## config.mk

```make
export PLATFORM = sky130hd
export DESIGN_NAME = mem_arbiter
export DESIGN_NICKNAME = d
export VERILOG_FILES = /design/src/rtl/mem_arbiter.sv
export SDC_FILE = /design/constraint.sdc
export NUM_CORES = 1
export LEC_CHECK = 0
export ABC_AREA = 1
export BUFFER_PORTS_ARGS = -buffer_cell sky130_fd_sc_hd__buf_2
export CORE_MARGIN = 2
export CORE_UTILIZATION = 42
export CTS_CLUSTER_SIZE = 20
export DETAILED_ROUTE_END_ITERATION = 8
export PLACE_DENSITY = 0.86
export SLEW_MARGIN = 0
export SYNTH_ARGS = -nofsm -noshare
export SYNTH_HDL_FRONTEND = slang
export SYNTH_SLANG_ARGS = --single-unit
export TNS_END_PERCENT = 10
```

## constraint.sdc

```tcl
create_clock -name clock -period 2.4 [get_ports clock]
set_input_delay 0.36 -clock clock [delete_from_list [all_inputs] [get_ports clock]]
set_output_delay 0.36 -clock clock [all_outputs]
set_load 0.05 [all_outputs]
```

## src/rtl/mem_arbiter.sv

```systemverilog
// Two-port memory arbiter: an instruction-fetch port and a data port share one
// fixed-latency memory; data has priority, bounded by a starvation streak limit.
module mem_arbiter #(
  parameter int LATENCY     = 2,  // 1..15
  parameter int MAX_DSTREAK = 3   // 1..15
) (
  input  logic        clock,
  input  logic        reset,
  input  logic        i_req,
  input  logic [31:0] i_addr,
  output logic        i_ready,
  output logic [31:0] i_rdata,
  input  logic        d_req,
  input  logic        d_we,
  input  logic [31:0] d_addr,
  input  logic [31:0] d_wdata,
  input  logic [2:0]  d_access_type,
  output logic        d_ready,
  output logic [31:0] d_rdata,
  output logic        mem_en,
  output logic        mem_wren,
  output logic [31:0] mem_addr,
  output logic [31:0] mem_wdata,
  output logic [2:0]  mem_access_type,
  input  logic [31:0] mem_rdata,
  output logic        busy,
  output logic        owner_d
);

  // state | meaning
  // IDLE  | no transaction; arbitrate and capture the winner's request
  // ISSUE | single-cycle memory strobe with the captured request
  // WAIT  | count down the memory latency; pulse owner's ready at zero
  localparam logic [1:0] ST_IDLE  = 2'd0;
  localparam logic [1:0] ST_ISSUE = 2'd1;
  localparam logic [1:0] ST_WAIT  = 2'd2;

  localparam logic [3:0] WAIT_LOAD  = 4'(LATENCY - 1);
  localparam logic [3:0] STREAK_MAX = 4'(MAX_DSTREAK);
  localparam logic [2:0] TYPE_WORD  = 3'b010;

  logic [1:0]  state_q, state_d;
  logic [3:0]  streak_q, streak_d;
  logic [3:0]  cnt_q, cnt_d;
  logic        owner_q, owner_nx;
  logic        we_q, we_d;
  logic [31:0] addr_q, addr_d;
  logic [31:0] wdata_q, wdata_d;
  logic [2:0]  type_q, type_d;

  logic d_win;
  logic done;

  // Data wins a contested arbitration unless the fetch has waited out a full streak.
  assign d_win = d_req & ~(i_req & (streak_q == STREAK_MAX));

  always_comb begin
    state_d  = state_q;
    streak_d = streak_q;
    cnt_d    = cnt_q;
    owner_nx = owner_q;
    we_d     = we_q;
    addr_d   = addr_q;
    wdata_d  = wdata_q;
    type_d   = type_q;
    case (state_q)
      ST_IDLE: begin
        if (i_req | d_req) begin
          state_d  = ST_ISSUE;
          owner_nx = d_win;
          if (d_win) begin
            we_d    = d_we;
            addr_d  = d_addr;
            wdata_d = d_wdata;
            type_d  = d_access_type;
            if (i_req)
              streak_d = (streak_q == STREAK_MAX) ? streak_q : streak_q + 4'd1;
            else
              streak_d = 4'd0;
          end else begin
            we_d     = 1'b0;
            addr_d   = i_addr;
            wdata_d  = 32'h0;
            type_d   = TYPE_WORD;
            streak_d = 4'd0;
          end
        end
      end
      ST_ISSUE: begin
        cnt_d   = WAIT_LOAD;
        state_d = ST_WAIT;
      end
      ST_WAIT: begin
        if (cnt_q == 4'd0) state_d = ST_IDLE;
        else               cnt_d   = cnt_q - 4'd1;
      end
      default: state_d = ST_IDLE;
    endcase
  end

  always_ff @(posedge clock) begin
    if (reset) begin
      state_q  <= ST_IDLE;
      streak_q <= 4'd0;
      cnt_q    <= 4'd0;
      owner_q  <= 1'b0;
      we_q     <= 1'b0;
      addr_q   <= 32'h0;
      wdata_q  <= 32'h0;
      type_q   <= 3'b000;
    end else begin
      state_q  <= state_d;
      streak_q <= streak_d;
      cnt_q    <= cnt_d;
      owner_q  <= owner_nx;
      we_q     <= we_d;
      addr_q   <= addr_d;
      wdata_q  <= wdata_d;
      type_q   <= type_d;
    end
  end

  // Reset in the final WAIT cycle must suppress the completion pulse.
  assign done = (state_q == ST_WAIT) & (cnt_q == 4'd0) & ~reset;

  assign busy            = (state_q == ST_ISSUE) | (state_q == ST_WAIT);
  assign owner_d         = busy & owner_q;
  assign mem_en          = (state_q == ST_ISSUE);
  assign mem_wren        = mem_en & we_q;
  assign mem_addr        = busy ? addr_q  : 32'h0;
  assign mem_wdata       = busy ? wdata_q : 32'h0;
  assign mem_access_type = busy ? type_q  : 3'b000;

  assign i_ready = done & ~owner_q;
  assign d_ready = done & owner_q;
  assign i_rdata = i_ready ? mem_rdata : 32'h0;
  assign d_rdata = d_ready ? mem_rdata : 32'h0;

endmodule

```

Word level (Yosys, flattened, before mapping)

Index checks and enable logic that the tools add are counted.

Bits in registers: 79
Bits in latches: 0
Bits in writable memories: 0
ROM bits: 0
Output and inout port bits: 137
Memories kept: 0

$add $sub $neg: 2
Multiply operators: 0
Divide/modulo/power cells: 0
Magnitude comparators: 0
Eq/ne operators: 7
Shifts and indexed selects: 0
Muxes and demuxes: 17
Bitwise logic cells: 13
Reduce and logical (&&, ||, !) cells: 7

Operators with widths:

| kind                                                 | number |
|---|---|
| 2-to-1 mux 32 bit                                    | 6 |
| 2-to-1 mux 4 bit                                     | 4 |
| AND 1 bit                                            | 8 |
| case mux 4 bit (2 select lines)                      | 1 |
| 2-to-1 mux 3 bit                                     | 2 |
| != test 2 bit (second input constant)                | 3 |
| case mux 2 bit (3 select lines)                      | 1 |
| AND reduction 2 bit                                  | 3 |
| adder 4 x 1 -> 4 bit (second input constant)         | 1 |
| equality test 4 x 2 -> 1 bit (second input constant) | 1 |
| logical NOT 4 bit                                    | 1 |
| 2-to-1 mux 2 bit                                     | 2 |
| subtractor 4 x 1 -> 4 bit (second input constant)    | 1 |
| != test 3 bit (second input constant)                | 1 |
| inverter 1 bit                                       | 3 |
| AND reduction 3 bit                                  | 1 |
| equality test 2 x 1 -> 1 bit (second input constant) | 1 |
| equality test 2 bit (second input constant)          | 1 |
| logical NOT 2 bit                                    | 1 |
| bitwise OR 1 bit                                     | 2 |
| nonzero test 2 bit                                   | 1 |
| 2-to-1 mux 1 bit                                     | 1 |

Depth between registers and ports, before layout

Depth in word-level cells: 6
Gate-level depth with buffers: 10
Mapped depth without buffers: 9

Worst setup path after synthesis

No wires, ideal clock.

Path type: flip-flop to output port
From: register cnt_q[0]
To: output port i_rdata[10]
Data arrival time: 2565 ps
Data required time: 2040 ps
Slack: -525 ps
Stages on the path, launching flop included: 10
Buffers on the path: 1
Cell sequence: dfxtp_1 -> inv_1 -> ha_1 -> nand2_1 -> nor2_1 -> nand3_1 -> nor2_1 -> inv_1 -> buf_2 -> nor2_1

Cells in the longest elaborated chain, start to end: 5

RTL lines:

| element                  | RTL line | source |
|---|---|---|
| start: declaration       | 44       | `logic [3:0] cnt_q, cnt_d;` |
| start signal: assignment | 114      | `cnt_q <= cnt_d;` |
| logical NOT 4 bit        | 124      | `assign done = (state_q == ST_WAIT) & (cnt_q == 4'd0) & ~reset;` |
| AND 1 bit (2 in a row)   | 124      |  |
| AND 1 bit                | 134      | `assign i_ready = done & ~owner_q;` |
| via i_ready              | 11       | `output logic i_ready,` |
| 2-to-1 mux 32 bit        | 136      | `assign i_rdata = i_ready ? mem_rdata : 32'h0;` |
| end: declaration         | 12       | `output logic [31:0] i_rdata,` |

The timed path passes the listed nets, and every way through them passes these cells.

Worst setup path in the final report

From: register cnt_q[0]
To: output port d_rdata[18]

Cells in the longest elaborated chain, start to end: 5

RTL lines:

| element                | RTL line | source |
|---|---|---|
| logical NOT 4 bit      | 124      |  |
| AND 1 bit (2 in a row) | 124      |  |
| AND 1 bit              | 135      | `assign d_ready = done & owner_q;` |
| 2-to-1 mux 32 bit      | 137      | `assign d_rdata = d_ready ? mem_rdata : 32'h0;` |
| end: declaration       | 19       | `output logic [31:0] d_rdata,` |

Every way passes these cells.

==> metrics <==
per-cell routed wire length=12.4 um; Port Buffers=272; Placed Area=0.00601 mm^2; largest area contributor in the netlist=dfxtp_1; outcome=complete, no violations; critical path type=reg2out; Die ar.=0.0116 mm^2; asr flop ratio synth=0%; Die W=108 um; via count=5413; CP bufs+invs=4; Reg2Reg Depth=9; main flop type after synthesis=dfxtp_1; GR Overflow Total=0; critical path's slowest cell=dfxtp_1; min-delay worst type=in2reg; Critical Path RT=2.04 ns; worst r2r src=streak_q[0]; crit start category=flop; Slew HR=45.4%; first-pass GRT wire length=21.3 mm; combinational share of power=34.4%; sw power=0.00155 W; io pins=273; syn nets=923; final-report max-slew violation count=0; worst-case clock buffer depth=2; pin count of the biggest net entering global routing=78; Fin. Hold Viols=0; Antenna Nets Post-Route=0; Synth cell types=22; vias in the first global route=4621; Die Ht=108 um; HP Start=d_access_type[1]; number of antenna violations at the first check in global routing=3; Non-Filler Instances=1171; Crit path arrival time=1.96 ns; CTS tree=built; most frequent cell after synthesis=nand2_1; 1st-iter DRT viols=274; synth cell count leaders=nand2_1, inv_1, nor2_1, dfxtp_1, nand3_1; PwrDens=603 mW/mm^2; hold depth=3; core box area=0.0104 mm^2; Finished Core Util=62.0%; Largest delay share family, worst path=buffers and inverters; DPL Wire Length=10.5 mm; Finished Cell Area=0.00646 mm^2; leakage power=4.15 nW; Syn Inst Count=782; FF+latch count, synth=79; minimum clock period=2.32 ns; Clock Skew=0.0122 ns; critical path, cell by cell=inv_1 -> ha_2 -> nand2_1 -> nor2_2 -> nand3_2 -> inv_1 -> nand2_1 -> buf_6 -> nor2_1 -> buf_6; total CTS buffers=9; DR DRC count=0; CP Capture Type=output port; fmax=0.431 GHz; slew at the pin closest to its max-slew limit=0.819 ns; Synth top area share=34.9%; Clock transition at path regs=0.09 ns; Avg Inst Size Synth=5.79 um^2; Post-synth EDFFs=0; number of setup buffers added after CTS=0; Min-Delay Endpoint=type_q[1]; layout cell share with drive strength beyond 1=33.4%; R2R Setup Slk=0.57 ns; Clk pwr share=26.7%; GRT Total Usage=23.1%; cell-internal power=0.00234 W; cts-stage hold buffer count=0; clk root buf=clkbuf_8; total number of yosys warnings=0; DP Cell Count=1152; CTS H-tree lvls=3; clock latency on the worst-skew pair=0.35 ns; Starting Density=43.4%; Seq pwr share=39.0%; Area contributors post-synth=dfxtp_1, nand2_1, inv_1, nor2_1, nand3_1; Setup Viol. Count Final=0; nets@finish=1168; Synth Cell Area=0.00453 mm^2; max incr delay on CP=0.32 ns; Area Growth Syn to Fin=42.8%; post-synthesis sequential area ratio=34.9%; crit path max fanout=33; worst reg2reg path endpoint=wdata_q[7]; Fill cells=1001; switching share of power=39.9%; overall routed net length=14.5 mm; row cnt=37; drt via density=4.62; CTS sink cnt=79; total iterations of the first detailed-routing run=5; Fin Hold WS=0.242 ns; Worst VDD drop=0.362 mV; max-cap violations=0; final RePlAce weighted congestion=0.817; final critical-path share of the clock period=96.7%
power by group through the flow:
stage | Sequential [W] | Combinational [W] | Clock (W)
5_1_grt | 0.00153 | 0.00147 | 0.00112
4_1_cts | 0.00152 | 0.00132 | 0.00108
6_report | 0.00152 | 0.00134 | 0.00104
3_3_place_gp | 0.00154 | 0.00131 | 0
3_5_place_dp | 0.00155 | 0.00132 | 0
2_1_floorplan | 0.00153 | 0.000994 | 0
sequential cells by signal (all words and copies together), names as in the netlist:
signal and count:
state_q 2, owner_q 1, type_q 3, wdata_q 32, cnt_q 4, streak_q 4
we_q 1, addr_q 32
how the worst max path moves through the flow:
| stage | from | to | slack (ns) | depth (start not counted) |
|---|---|---|---|---|
| 2_1_floorplan | state_q[0] | mem_access_type[0] | 0.03 | 7 |
| 3_5_place_dp | cnt_q[0] | d_rdata[9] | 0.37 | 10 |
| 6_report | cnt_q[0] | d_rdata[18] | 0.08 | 10 |
| 5_1_grt | cnt_q[0] | d_rdata[18] | -0.04 | 10 |
| 4_1_cts | cnt_q[0] | d_rdata[3] | 0.0005 | 10 |
| 3_3_place_gp | cnt_q[0] | d_rdata[2] | 0.45 | 10 |
repair_timing:
| action | 4_1_cts | 5_1_grt |
|---|---|---|
| resized for setup | 27 | 90 |
| pin swaps | 0 | 0 |
| hold endpoints to repair | 0 | 0 |
| setup endpoints to repair | 27 | 89 |
per-layer routing:
layer	global-route usage, %	share of wire, %	vias to the layer above
li1	-	-	2780
met1	24.8	38	2390
met2	41.9	51	217
met3	5.27	7.6	26
met4	12.2	3.3	0
met5	0	0	-
worst reg2reg max path, cell delays in order, from the launching register on:
cell and delay (ns):
dfxtp_1 0.35, ha_1 0.23, inv_1 0.06, nor2_1 0.05
nand2_4 0.07, nand2_4 0.20, nor2_2 0.14, buf_4 0.38
nand2_1 0.12, a21oi_1 0.16
cell usage in the layout (no fill, tap or decap), types with 3 or more instances in the layout:
cell	count
nor2_2	35
clkbuf_8	9
nand2_1	224
diode_2	3
buf_4	49
inv_1	151
inv_2	3
ha_1	3
nand3_1	71
inv_6	3
dfxtp_1	79
clkbuf_4	6
a21oi_1	45
buf_6	17
nand4_1	3
buf_2	208
nor2_1	105
o21ai_0	3
stage by stage:
step                      setup slack (ns)  TNS, ns  total power [W]
after global placement               0.445        0          0.00285
after CTS                         0.000502        0          0.00392
final                               0.0801        0          0.00390
after global routing               -0.0412   -0.381          0.00412
after floorplan                     0.0265        0          0.00252
after detailed placement             0.372        0          0.00287
cell families after synthesis:
| kind of cell | Yosys count | synth area share (%) |
|---|---|---|
| simple gates | 445 | 39.6 |
| buf+inv | 202 | 18.0 |
| flops | 79 | 34.9 |
| compound gates | 49 | 5.67 |
| fa+ha+maj | 5 | 1.38 |
| xor+xnor | 2 | 0.387 |
layout make-up:
type                       instances  area [um^2]  area share (%)
antenna                            3         7.51           0.116
timing repair buffer             282         1690            26.1
sequential                        79         1580            24.5
tap                              136          170            2.63
multi-input combinational        501         2230            34.5
clock buffer                       9          124            1.92
clock inverter                     7         83.8            1.30
inverter                         154          578            8.95
(Power assumes the default switching activity.)
